===== src/rtl/trackball_quad_decoder.sv =====
// Receive side of the trackball dir/clock link: per-axis synchroniser, glitch
// filter and wrapping position counter, with a registered CPU read port.
//
// state     | meaning
// ----------+-----------------------------------------------------------
// ST_IDLE   | synchronised clk matches accepted level L
// ST_FILTER | clk differs from L; counting stable cycles toward accept
// (accept)  | taken from ST_FILTER (or ST_IDLE when FILTER_CYCLES = 1)
//           | in the cycle the count reaches FILTER_CYCLES: L <= s_clk,
//           | step pulse, back to ST_IDLE
module trackball_quad_decoder #(
    parameter int SYNC_STAGES   = 2,
    parameter int FILTER_CYCLES = 4,
    parameter int CNT_W         = 4
) (
    input  logic       clk_sys,
    input  logic       reset,
    input  logic [3:0] trak_i,
    input  logic       flip_i,
    input  logic       clr_i,
    input  logic       rd_i,
    input  logic       rd_sel_i,
    output logic [7:0] rd_data_o,
    output logic       rd_valid_o,
    output logic       x_step_o,
    output logic       y_step_o
);

    localparam int FW = $clog2(FILTER_CYCLES + 1);

    typedef enum logic {
        ST_IDLE,
        ST_FILTER
    } filt_state_t;

    logic [CNT_W-1:0] cnt_v [2];
    logic [1:0]       ldir_v;
    logic [1:0]       step_v;

    // Axis 0 is X (trak_i[3:2]), axis 1 is Y (trak_i[1:0]).
    for (genvar a = 0; a < 2; a++) begin : g_axis
        logic [SYNC_STAGES-1:0] sclk_q, sdir_q;
        logic                   s_clk, s_dir, step_dir;
        filt_state_t            state_q, state_d;
        logic [FW-1:0]          fcnt_q, fcnt_d;
        logic                   lvl_q, lvl_d;
        logic                   accept;
        logic [CNT_W-1:0]       cnt_q;
        logic                   ldir_q;
        logic                   step_q;

        assign s_clk    = sclk_q[SYNC_STAGES-1];
        assign s_dir    = sdir_q[SYNC_STAGES-1];
        assign step_dir = s_dir ^ flip_i;

        always_ff @(posedge clk_sys or posedge reset) begin
            if (reset) begin
                sclk_q  <= '0;
                sdir_q  <= '0;
                state_q <= ST_IDLE;
                fcnt_q  <= '0;
                lvl_q   <= 1'b0;
            end else begin
                sclk_q  <= {sclk_q[SYNC_STAGES-2:0], trak_i[2-2*a]};
                sdir_q  <= {sdir_q[SYNC_STAGES-2:0], trak_i[3-2*a]};
                state_q <= state_d;
                fcnt_q  <= fcnt_d;
                lvl_q   <= lvl_d;
            end
        end

        always_comb begin
            state_d = state_q;
            fcnt_d  = fcnt_q;
            lvl_d   = lvl_q;
            accept  = 1'b0;
            case (state_q)
                ST_IDLE: begin
                    fcnt_d = '0;
                    if (s_clk != lvl_q) begin
                        if (FILTER_CYCLES == 1) begin
                            accept = 1'b1;
                            lvl_d  = s_clk;
                        end else begin
                            state_d = ST_FILTER;
                            fcnt_d  = FW'(1);
                        end
                    end
                end
                ST_FILTER: begin
                    if (s_clk == lvl_q) begin
                        state_d = ST_IDLE;
                        fcnt_d  = '0;
                    end else if (fcnt_q == FW'(FILTER_CYCLES - 1)) begin
                        accept  = 1'b1;
                        lvl_d   = s_clk;
                        state_d = ST_IDLE;
                        fcnt_d  = '0;
                    end else begin
                        fcnt_d = fcnt_q + 1'b1;
                    end
                end
                default: begin
                    state_d = ST_IDLE;
                    fcnt_d  = '0;
                end
            endcase
        end

        // Clear wins over a coincident step; the step pulse still fires.
        always_ff @(posedge clk_sys or posedge reset) begin
            if (reset) begin
                cnt_q  <= '0;
                ldir_q <= 1'b0;
                step_q <= 1'b0;
            end else begin
                step_q <= accept;
                if (clr_i) begin
                    cnt_q <= '0;
                end else if (accept) begin
                    cnt_q  <= step_dir ? cnt_q + 1'b1 : cnt_q - 1'b1;
                    ldir_q <= step_dir;
                end
            end
        end

        assign cnt_v[a]  = cnt_q;
        assign ldir_v[a] = ldir_q;
        assign step_v[a] = step_q;
    end

    assign x_step_o = step_v[0];
    assign y_step_o = step_v[1];

    always_ff @(posedge clk_sys or posedge reset) begin
        if (reset) begin
            rd_data_o  <= 8'h00;
            rd_valid_o <= 1'b0;
        end else begin
            rd_valid_o <= rd_i;
            if (rd_i)
                rd_data_o <= {ldir_v[rd_sel_i], 7'(cnt_v[rd_sel_i])};
        end
    end

endmodule

===== config.mk =====
export PLATFORM = sky130hd
export DESIGN_NAME = trackball_quad_decoder
export DESIGN_NICKNAME = d
export VERILOG_FILES = /design/src/rtl/trackball_quad_decoder.sv
export SDC_FILE = /design/constraint.sdc
export NUM_CORES = 1
export LEC_CHECK = 0
export ABC_CLOCK_PERIOD_IN_PS = 4500
export BUFFER_PORTS_ARGS = -buffer_cell sky130_fd_sc_hd__buf_2
export CAP_MARGIN = 10
export CORE_MARGIN = 8
export CORE_UTILIZATION = 35
export CTS_CLUSTER_DIAMETER = 100
export DETAILED_ROUTE_END_ITERATION = 8
export PLACE_DENSITY = 0.54
export RECOVER_POWER = 25
export SYNTH_ARGS = -nofsm -noshare
export SYNTH_HDL_FRONTEND = slang
export SYNTH_SLANG_ARGS = --single-unit

===== constraint.sdc =====
create_clock -name clk_sys -period 4.5 [get_ports clk_sys]
set_input_delay 0.45 -clock clk_sys [delete_from_list [all_inputs] [get_ports clk_sys]]
set_output_delay 0.45 -clock clk_sys [all_outputs]
set_load 0.01 [all_outputs]

==> impl_results.md, run 1 <==
* Mean Syn Cell Area at 11.5 um2
* Sw Ratio at 0.280
* Gpl congestion at 0.748
* RSZ-0062 raised after global routing: false
* Failing checks: max-capacitance violations, max-slew violations
* CTS Hold Bufs at 0
* Worst Path Arrival at 2.23 ns
* Max Slew Vio Count at 37
* Port bufs at 17
* Final period utilization at 0.447
* Cell family with most CP delay: simple AND/OR/NAND/NOR gates
* CTS clock-pin slew for the worst setup and hold paths at 0.07 ns
* P_int at 581 uW
* Worst hold slack at 0.273 ns
* Setup-failing EPs final at 0
* Layer with the highest usage: met2
* Max Clock Skew at about 0.009 ns
* GRT Overall Usage at 0.0940
* CP Data Required Time at 4.71 ns
* Max stage delay cell, worst path: or4_1
* Status: complete, but fails checks
* Ys Warns at 0
* Post-Synthesis Cell Area at 0.00155 mm2
* H-Tree Depth at 2
* Max cap viols at 1
* CP Class: reg -> reg
* Met1 usage at 0.108
* Initial Util at 0.359
* Hold Crit Class: in -> reg
* First-pass GRT wire length at 4820 um
* Sequential share of power at 0.517
* Post-synth cell types at 26
* Crit path time final at 2.01 ns
* Die H at 82.6 um
* Logic pwr share at 0.196
* Post-DR wirelength/cell at 13.7 um
* Setup_tns at 0 ns
* Num rows at 24
* GR Util met2 at 0.149
* CTS tree: yes
* Final ANT Viol Nets at 0
* Hpwl dp at 2050 um
* Clk Latency, worst-skew pair at 0.28 ns
* # IOs at 21
* Pwr Density at 458 mW/mm2
* Grt ovf at 0
* Root Buffer: clkbuf_8
* Hold Vio Cnt, Final at 0
* CTS Sinks at 36
* Vias at ~1000
* Flops & latches, synth at 36
* Critical Path Start Type: register
* Vias in the first global route at 1068
* Relative slew slack at -0.279
* CP max stage delay at 0.48 ns
* Final net count at 170
* Die Wd at slightly above 80 um
* GR Layer Usage met3 at 0.0325
* Initial antenna violation count at 0
* Critical Path Most Common Cell: a21oi_1
* Finished Core Util at 0.407
* Crit-path cells: xor2_1 -> inv_1 -> ha_1 -> o21ai_0 -> a21oi_1 -> or4_1 -> a21oi_1
* Num CTS Buffers at 5
* Share of layout cells above drive strength 1 at 0.155
* Buffers plus inverters on the worst setup path at 1
* Post-cts gate resize count at 0
* Crit. End Element: register
* Switching Power at 226 uW
* Crit Path Max Fanout at 4
* Tightest Pin Transition at 1.92 ns
* Clock Power Share at 0.286
* Avg Vias per Cell at slightly below 5
* Clock Path Buffers at 2
* Initial drt markers at 75
* Leak at 0.000822 uW
* Core area at 0.00432 mm2
* Area growth, synth to finish at 13.3%
* Syn Inst Count at 135
* Maximum clock frequency at 0.497 GHz
* Drt total wl at about 2800 um
* Register area share after synthesis at 0.580
* Post-CTS setup repair buffer count at 0
* Diode count at 0
* DRC at 0
* Die Area at 0.00683 mm2
* Peak supply drop at 234 uV
* Pin count of the biggest net entering global routing at 37
* DRT Pass-1 Iters at 5
[power by group through the flow]
stage | registers, uW | logic, uW | clock network (uW)
floorplan | 418 | 118 | 0
global placement | 420 | 148 | 0
detailed placement | 424 | 162 | 0
CTS | 419 | 163 | 239
global route | 424 | 183 | 256
finish | 417 | 158 | 231
[synthesized netlist by cell type (all sizes together)]
| master | instances | area [um2] |
|---|---|---|
| xnor2 | 6 | 52.6 |
| nand4b | 2 | 17.5 |
| dfrtp | 36 | 901 |
| a311oi | 2 | 17.5 |
| o31ai | 4 | 30.0 |
| conb | 1 | 3.75 |
| nor3b | 4 | 30.0 |
| nand3b | 4 | 30.0 |
| xor2 | 2 | 17.5 |
| nor2b | 2 | 12.5 |
| ha | 6 | 75.1 |
| nor2 | 9 | 33.8 |
| clkbuf | 5 | 21.3 |
| inv | 7 | 26.3 |
| mux2i | 5 | 50.1 |
| nand3 | 2 | 10.0 |
| mux2 | 2 | 22.5 |
| buf | 3 | 22.5 |
| nand2 | 4 | 15.0 |
| or4 | 4 | 30.0 |
| a21oi | 15 | 75.1 |
| o21ai | 4 | 20.0 |
| or2 | 2 | 12.5 |
| nand2b | 2 | 12.5 |
| o21a | 2 | 15.0 |
[cells in the final DEF, fill, tap and decap left out, types with 5 or more instances in the layout]
cell type and count:
ha_1 6, mux2i_1 5, xnor2_1 6, a21oi_1 15, buf_2 16, dfrtp_1 36, nor2_1 9, clkbuf_8 6
inv_1 7
[logic make-up (layout without fill, tap and decap cells)]
logic type	Yosys count	count (layout)	synth area share
flip-flops	36	36	0.580
AND/OR/NAND/NOR	35	35	0.131
AO/OA/AOI/OAI	27	27	0.101
buffers and inverters	15	33	0.0451
XOR/XNOR	8	8	0.0451
multiplexers	7	7	0.0467
adder cells (fa/ha/maj)	6	6	0.0483
other	1	3	0.00241
[routing by layer]
layer / up-vias / share of wire
met5: - / 0
met1: 495 / 0.45
met3: 6 / 0.058
li1: 497 / -
met4: 0 / 0.016
met2: 23 / 0.48
[worst register-to-register path, stage by stage (launching register included)]
cell,delay (ns)
dfrtp_1,0.37
xor2_1,0.26
inv_1,0.15
ha_1,0.34
o21ai_0,0.10
a21oi_1,0.10
or4_1,0.48
a21oi_1,0.16
[flip-flops by register name, summed over array words and instances (netlist names)]
register        count
g_axis.cnt_q        8
g_axis.fcnt_q       6
rd_data_o           5
g_axis.sclk_q       4
g_axis.sdir_q       4
g_axis.ldir_q       2
g_axis.lvl_q        2
g_axis.state_q      2
rd_valid_o          1
x_step_o            1
y_step_o            1
[path summary, 6_finish.rpt]
check,to,slack [ns],from,depth (start not counted)
max in group asynchronous,g_axis[0].cnt_q[1]$_DFFE_PP0P_,2.55,reset,3
hold reg to reg,g_axis[1].sdir_q[1]$_DFF_PP0_,0.35,g_axis[1].sdir_q[0]$_DFF_PP0_,0
setup / recovery,g_axis[1].cnt_q[3]$_DFFE_PP0P_,2.49,g_axis[1].sdir_q[1]$_DFF_PP0_,7
hold / removal,g_axis[0].sdir_q[0]$_DFF_PP0_,0.27,trak_i[3],1
min in group asynchronous,g_axis[1].fcnt_q[1]$_DFF_PP0_,0.84,reset,3
setup reg to reg,g_axis[1].cnt_q[3]$_DFFE_PP0P_,2.49,g_axis[1].sdir_q[1]$_DFF_PP0_,7
[through the flow]
step	total power, uW	area [um2]	instances	setup WS, ns
final	806	1760	207	2.49
after CTS	820	1770	207	2.48
after floorplan	537	1560	137	2.57
after global routing	862	1760	207	2.10
after detailed placement	587	1680	199	2.26
after global placement	568	1680	199	2.29
[cell type report]
type | count | area (um2)
Clock buffer | 8 | 90.1
Fill cell | 443 | 2560
Tap cell | 52 | 65.1
Timing Repair Buffer | 18 | 87.6
Inverter | 7 | 26.3
Sequential cell | 36 | 901
Multi-Input combinational cell | 86 | 591
Note: power is estimated with default switching activity, not from simulation.
==> run 2: changes to the inputs <==
ABC_AREA = 1   (was default)
ABC_CLOCK_PERIOD_IN_PS = 1800   (was 4500)
PLACE_DENSITY = 0.56   (was 0.54)
clock period = 1.8 ns   (was 4.5 ns; I/O delays follow)
==> run 2 against run 1 <==
  * The flow now finishes without violations
  * Final cell count increased by 29%
  * Register-to-register slack got worse by 2.2 ns
  * Global-route usage decreased by 0.82 points
  * Critical path type unchanged
  * Largest power group unchanged
==> impl_results.md, run 2 <==
* Port bufs at 17 (unchanged)
* Commonest non-fill, non-tap cells in the layout: nand2_1, dfrtp_1, inv_1
* Max Clock Skew at 0.00370 ns (-0.00552 ns)
* Setup-failing EPs final at 0 (unchanged)
* Status: finished clean
* Share of layout cells above drive strength 1 at 0.216 (+0.0611)
* List of most frequent post-synthesis cells: nand2_1, dfrtp_1, inv_1, nand3_1, nor2_1
* Worst Path Arrival at 1.65 ns (-0.58 ns)
* Vias at 1215 (+19%)
* Register Area at 901 um2 (unchanged)
* Post-synth cell types at 29 (+12%)
* Relative slew slack at 0.423 (+0.702)
* Drt total wl at 2900 um (+1.9%)
* Ys Warns at 0 (unchanged)
* Die Area at 0.00734 mm2 (+7.6%)
* RSZ-0062 raised after global routing: false
* Synth top area share at 0.530 (-0.0499)
* CP Data Required Time at 1.97 ns (-2.74 ns)
* Reg2Reg Setup Slack at 0.32 ns (-2.16 ns)
* Ys async rst share at 1.00 (unchanged)
* Peak supply drop at 380 uV (+63%)
* Reg-to-reg endpoint: g_axis[1].cnt_q[3]$_DFFE_PP0P_
* CTS Sinks at 36 (unchanged)
* Post-Synthesis Cell Area at 0.00170 mm2 (+9.4%)
* Num rows at 25 (+4.2%)
* Most area-consuming cells after synthesis: dfrtp_1, nand2_1, inv_1
* Setup_tns at 0 ns (unchanged)
* First-pass GRT wire length at 5040 um (+4.7%)
* H-Tree Depth at 2 (unchanged)
* Core area at 0.00469 mm2 (+8.5%)
* Crit path time final at 1.48 ns (-0.536 ns)
* GRT Overall Usage at 0.0858 (-0.00824)
* Mean Syn Cell Area at 9.19 um2 (-20%)
* CTS clock-pin slew for the worst setup and hold paths at 0.07 ns (about the same)
* Avg Vias per Cell at 4.55 (-7.7%)
* Area growth, synth to finish at 15.7%
* RR Startpoint: g_axis[1].sdir_q[1]$_DFF_PP0_
* Pwr Density at 1020 mW/mm2 (+120%)
* Post-DR wirelength/cell at 10.8 um (-21%)
* Tightest Pin Transition at 0.865 ns (-1.05 ns)
* Initial Util at 0.362 (+0.00303)
* Crit. End Element: register
* Num CTS Buffers at 5 (unchanged)
* Final period utilization at 0.821 (+0.373)
* Initial antenna violation count at 0 (unchanged)
* Post-cts gate resize count at 0 (unchanged)
* Die H at 85.7 um (+3.7%)
* Post-placement cell area at 0.00184 mm2 (+9.9%)
* Final net count at 228 (+34%)
* Max cap viols at 0 (-1)
* Filler cells at 487 (+9.9%)
* Hold Crit Class: in -> async
* # IOs at 21 (unchanged)
* Gpl congestion at 0.789 (+5.5%)
* Clk Latency, worst-skew pair at 0.28 ns (about the same)
* Register area share after synthesis at 0.530 (-0.0499)
* Commonest non-fill, non-tap cell in the layout: nand2_1
* Leak at 0.00106 uW (+29%)
* Flip-flop count of the largest register after layout at 8 (unchanged)
* Crit Path Max Fanout at 4 (unchanged)
* Post-Layout Inst Area at 0.00197 mm2 (+12%)
* Top flop regs: g_axis.cnt_q: 8 flops, g_axis.fcnt_q: 6 flops, rd_data_o: 5 flops
* Biggest register: g_axis.cnt_q
* Pin count of the biggest net entering global routing at 37 (unchanged)
* Multi-input gate area at 667 um2 (+13%)
* Die Wd at 85.7 um (+3.7%)
* Flops & latches, synth at 36 (unchanged)
* Grt ovf at 0 (unchanged)
* Critical Path Start Type: register
* Max Slew Vio Count at 0 (-100%)
* Syn Inst Count at 185 (+37%)
* Root Buffer: clkbuf_8
* DRT Pass-1 Iters at 4 (-1)
* Final ANT Viol Nets at 0 (unchanged)
* DRC at 0 (unchanged)
* Vias in the first global route at 1180 (+10%)
* CTS tree: yes
* R2R cell count at 10 (+3)
* Synth area leader: dfrtp_1
* Hpwl dp at 2230 um (+8.9%)
* Diode count at 0 (unchanged)
* Initial drt markers at 28 (-63%)
* Top-count cell post-synth: nand2_1
* Clock Path Buffers at 2 (unchanged)
* CP Class: reg -> reg
* Number of synthesized flops with an enable pin at 0 (unchanged)
* Hold Vio Cnt, Final at 0 (unchanged)
* Maximum clock frequency at 0.677 GHz (+36%)
* Predominant post-synthesis flop cell: dfrtp_1
-- run 2: repair_timing --
action	CTS	global route
hold buffers	3	1
setup buffers	0	0
endpoints found under the hold margin	3	1
-- run 2: where the power goes --
part	leakage, uW	internal [uW]	switching [uW]
clock network	0.0000455	312	263
logic	0.000554	180	230
registers	0.000459	940	84.3
total	0.00106	1430	577
-- run 2: cell families (layout without fill, tap and decap cells) --
logic type / count (synthesis) / after routing / share of synthesized area
and+or+nand+nor: 87 / 87 / 0.244
DFF: 36 / 36 / 0.530
buffers and inverters: 33 / 59 / 0.0824
AOI/OAI and AO/OA: 16 / 16 / 0.0574
adders and majority gates: 6 / 6 / 0.0441
xor gates and xnor gates: 6 / 6 / 0.0397
other: 1 / 3 / 0.00221
-- run 2: worst max path at each step --
stage                                             start                             end  cells after the start
after floorplan           g_axis[1].sdir_q[1]$_DFF_PP0_  g_axis[1].cnt_q[3]$_DFFE_PP0P_                     10
after global placement    g_axis[1].sdir_q[1]$_DFF_PP0_  g_axis[1].cnt_q[3]$_DFFE_PP0P_                     10
after detailed placement  g_axis[1].sdir_q[1]$_DFF_PP0_  g_axis[1].cnt_q[3]$_DFFE_PP0P_                     10
after CTS                 g_axis[1].sdir_q[1]$_DFF_PP0_  g_axis[1].cnt_q[3]$_DFFE_PP0P_                     10
after global routing      g_axis[1].sdir_q[1]$_DFF_PP0_  g_axis[1].cnt_q[3]$_DFFE_PP0P_                     11
final                     g_axis[1].sdir_q[1]$_DFF_PP0_  g_axis[1].cnt_q[3]$_DFFE_PP0P_                     10
-- run 2: area by class of cell --
cell class	count	area share
clock buffers	8	0.0458
inverters	29	0.0579
multi-input cells	118	0.339
flip-flops and latches	36	0.458
well taps	54	0.0343
repair buffers	22	0.0655
-- run 2: worst max-delay path: stages, from the launching register on --
cell and delay (ns):
dfrtp_1 0.39, nand2_1 0.11, nand2_2 0.10, ha_1 0.34
nand2_1 0.06, inv_1 0.06, nand3_1 0.09, nand3_1 0.08
nand2_1 0.05, nand3_1 0.06, nand2_1 0.05
-- run 2: metrics by stage --
stage                     std cells  power [uW]  setup WS [ns]  hold slack (ns)  utilization
final                           267        2010          0.322            0.145        0.419
after global routing            267        2140          0.159            0.220        0.419
after CTS                       266        2040          0.319         0.000308        0.418
after detailed placement        255        1460          0.323            0.291        0.393
after global placement          255        1450          0.329            0.289        0.393
after floorplan                 187        1350          0.430            0.211            -
-- run 2: metal layers --
layer	routed length, um	vias to the layer above	part of all wire	track usage
li1	-	624	-	-
met1	1300	567	0.45	0.0959
met2	1390	18	0.48	0.144
met3	157	6	0.054	0.0325
met4	48	0	0.017	0.0334
met5	0	-	0	0
==> run 3: changes to the inputs <==
ABC_CLOCK_PERIOD_IN_PS = 1400   (was 1800)
PLACE_DENSITY = 0.54   (was 0.56)
clock period = 1.4 ns   (was 1.8 ns; I/O delays follow)
==> run 3 against run 2 <==
  * The run now ends with negative setup slack left
  * Wire length up 13%
  * Via count grew 1.3%
  * Non-clock buffer count grew 11
  * Critical path type unchanged
  * Critical endpoint unchanged
  * Maximum frequency up 2.5%
  * Largest power group unchanged
==> impl_results.md, run 3 (synthesis results as in run 2) <==
* Crit Path Max Fanout at 3 (-1)
* Hold Vio Cnt, Final at 0 (unchanged)
* Port bufs at 17 (unchanged)
* Status: complete, but fails checks
* Root Buffer: clkbuf_8
* CTS clock-pin slew for the worst setup and hold paths at 0.07 ns (about the same)
* Biggest register: g_axis.cnt_q
* Failing checks: negative setup slack
* Total power at 2680 uW (+33%)
* Flip-flop count of the largest register after layout at 8 (unchanged)
* Share of layout cells above drive strength 1 at 0.308 (+0.0921)
* Relative slew slack at 0.410 (-0.0135)
* Initial drt markers at 73 (+160%)
* Crit path time final at 1.44 ns (-0.0356 ns)
* DRT Pass-1 Iters at 4 (unchanged)
* Final net count at 239 (+4.8%)
* Clk Latency, worst-skew pair at 0.29 ns (about the same)
* Maximum clock frequency at 0.693 GHz (+2.5%)
* Finished Core Util at 0.456 (+0.0363)
* Top flop regs: g_axis.cnt_q: 8 flops, g_axis.fcnt_q: 6 flops, rd_data_o: 5 flops
* Hpwl dp at 2170 um (-2.8%)
* Crit. End Element: register
* Final ANT Viol Nets at 0 (unchanged)
* Max layer used: met4
* Wire length on met2 at 1530 um (+10%)
* Max Slew Vio Count at 0 (unchanged)
* Non-Filler Instances at 278 (+4.1%)
* Num rows at 25 (unchanged)
* Initial antenna violation count at 0 (unchanged)
* Initial Util at 0.362 (unchanged)
* R2R cell count at 11 (+1)
* Commonest non-fill, non-tap cell in the layout: nand2_1
* # IOs at 21 (unchanged)
* Post-DR wirelength/cell at 11.8 um (+8.6%)
* CP Class: reg -> reg
* DRC at 0 (unchanged)
* H-Tree Depth at 2 (unchanged)
* Avg Vias per Cell at 4.43 (-2.7%)
* Clock Path Buffers at 2 (unchanged)
* Cells after DPL at 261 (+2.4%)
* Setup-failing EPs final at 2 (+2)
* Die Area at 0.00734 mm2 (unchanged)
* Commonest non-fill, non-tap cells in the layout: nand2_1, dfrtp_1, inv_1
* CTS Sinks at 36 (unchanged)
* Max Clock Skew at 0.00743 ns (+0.00373 ns)
* CTS tree: yes
* Met3 wire len at 135 um (-14%)
* Leak at 0.00113 uW (+7.0%)
* CP Data Required Time at 1.58 ns (-0.39 ns)
* Hold Crit Class: in -> reg
* Vias at 1231 (+1.3%)
* Post-Route M1 WL at 1520 um (+17%)
* Gpl congestion at 0.785 (-0.54%)
* Num CTS Buffers at 5 (unchanged)
* Peak supply drop at 611 uV (+61%)
* Pwr Density at 1250 mW/mm2 (+23%)
* Drt total wl at 3270 um (+13%)
* GRT Overall Usage at 0.0938 (+0.00805)
* Vias in the first global route at 1262 (+6.9%)
* RSZ-0062 raised after global routing: true
* First-pass GRT wire length at 5420 um (+7.4%)
* Grt ovf at 0 (unchanged)
* Worst Path Arrival at 1.62 ns (-0.03 ns)
* Hold depth at 1
* Dpl ws at -0.00274 ns (-0.326 ns)
* Setup ws final at -0.0420 ns (-0.364 ns)
* Core area at 0.00469 mm2 (unchanged)
* Critical Path Start Type: register
* Final period utilization at 1.03 (+0.209)
* Pin count of the biggest net entering global routing at 37 (unchanged)
* Area growth, synth to finish at 25.8%
* Max cap viols at 0 (unchanged)
* Die Wd at 85.7 um (unchanged)
* Die H at 85.7 um (unchanged)
* Tightest Pin Transition at 0.885 ns (+0.0203 ns)
* Diode count at 0 (unchanged)
[run 3: routing by layer]
layer,vias up,track usage
li1,647,-
met1,554,0.108
met2,23,0.149
met3,7,0.0296
met4,0,0.0573
met5,-,0
[run 3: area by class of cell]
type	count	area [um2]
clock buffer	8	90.1
inverter	29	114
timing repair buffer	33	214
tap	54	67.6
fill	446	2550
sequential	36	901
multi-input combinational	118	752
[run 3: metrics by stage]
step	instance area (um2)	TNS, ns	hold WS, ns
after global placement	1890	-0.00261	0.249
after detailed placement	1890	-0.00274	0.250
after floorplan	1710	0	0.171
after CTS	2050	0	0.0700
final	2140	-0.0468	0.161
after global routing	2140	-0.514	0.187
[run 3: worst max-delay path, cell delays in order (launching register included)]
cell and delay, ns:
dfrtp_1 0.39, inv_2 0.07, nand2_4 0.07, nand2_4 0.06, ha_4 0.28, nand2_2 0.06
inv_2 0.07, nand3_2 0.09, nand3_2 0.09, nand2_1 0.06, nand3_1 0.06, nand2_1 0.06
[run 3: path summary, 6_finish.rpt]
| kind | from | end | slack (ns) |
|---|---|---|---|
| max | g_axis[1].sdir_q[1]$_DFF_PP0_ | g_axis[1].cnt_q[3]$_DFFE_PP0P_ | -0.04 |
| min | rd_i | rd_valid_o$_DFF_PP0_ | 0.16 |
| max reg2reg | g_axis[1].sdir_q[1]$_DFF_PP0_ | g_axis[1].cnt_q[3]$_DFFE_PP0P_ | -0.04 |
| min reg2reg | g_axis[1].sclk_q[0]$_DFF_PP0_ | g_axis[1].sclk_q[1]$_DFF_PP0_ | 0.34 |
| max in group asynchronous | reset | rd_data_o[3]$_DFFE_PP0P_ | 0.20 |
| min in group asynchronous | reset | g_axis[1].sclk_q[1]$_DFF_PP0_ | 0.65 |
[run 3: timing repair]
action,4_1_cts,5_1_grt
setup endpoints to repair,2,8
resized for setup,2,15
pin swaps,0,10
setup buffers,0,4
hold endpoints to repair,40,0
hold buffers,5,0
[run 3: report_power, final]
group | switching [uW] | internal, uW
Combinational | 314 | 277
Sequential | 111 | 1210
Clock | 363 | 401
Total | 788 | 1890
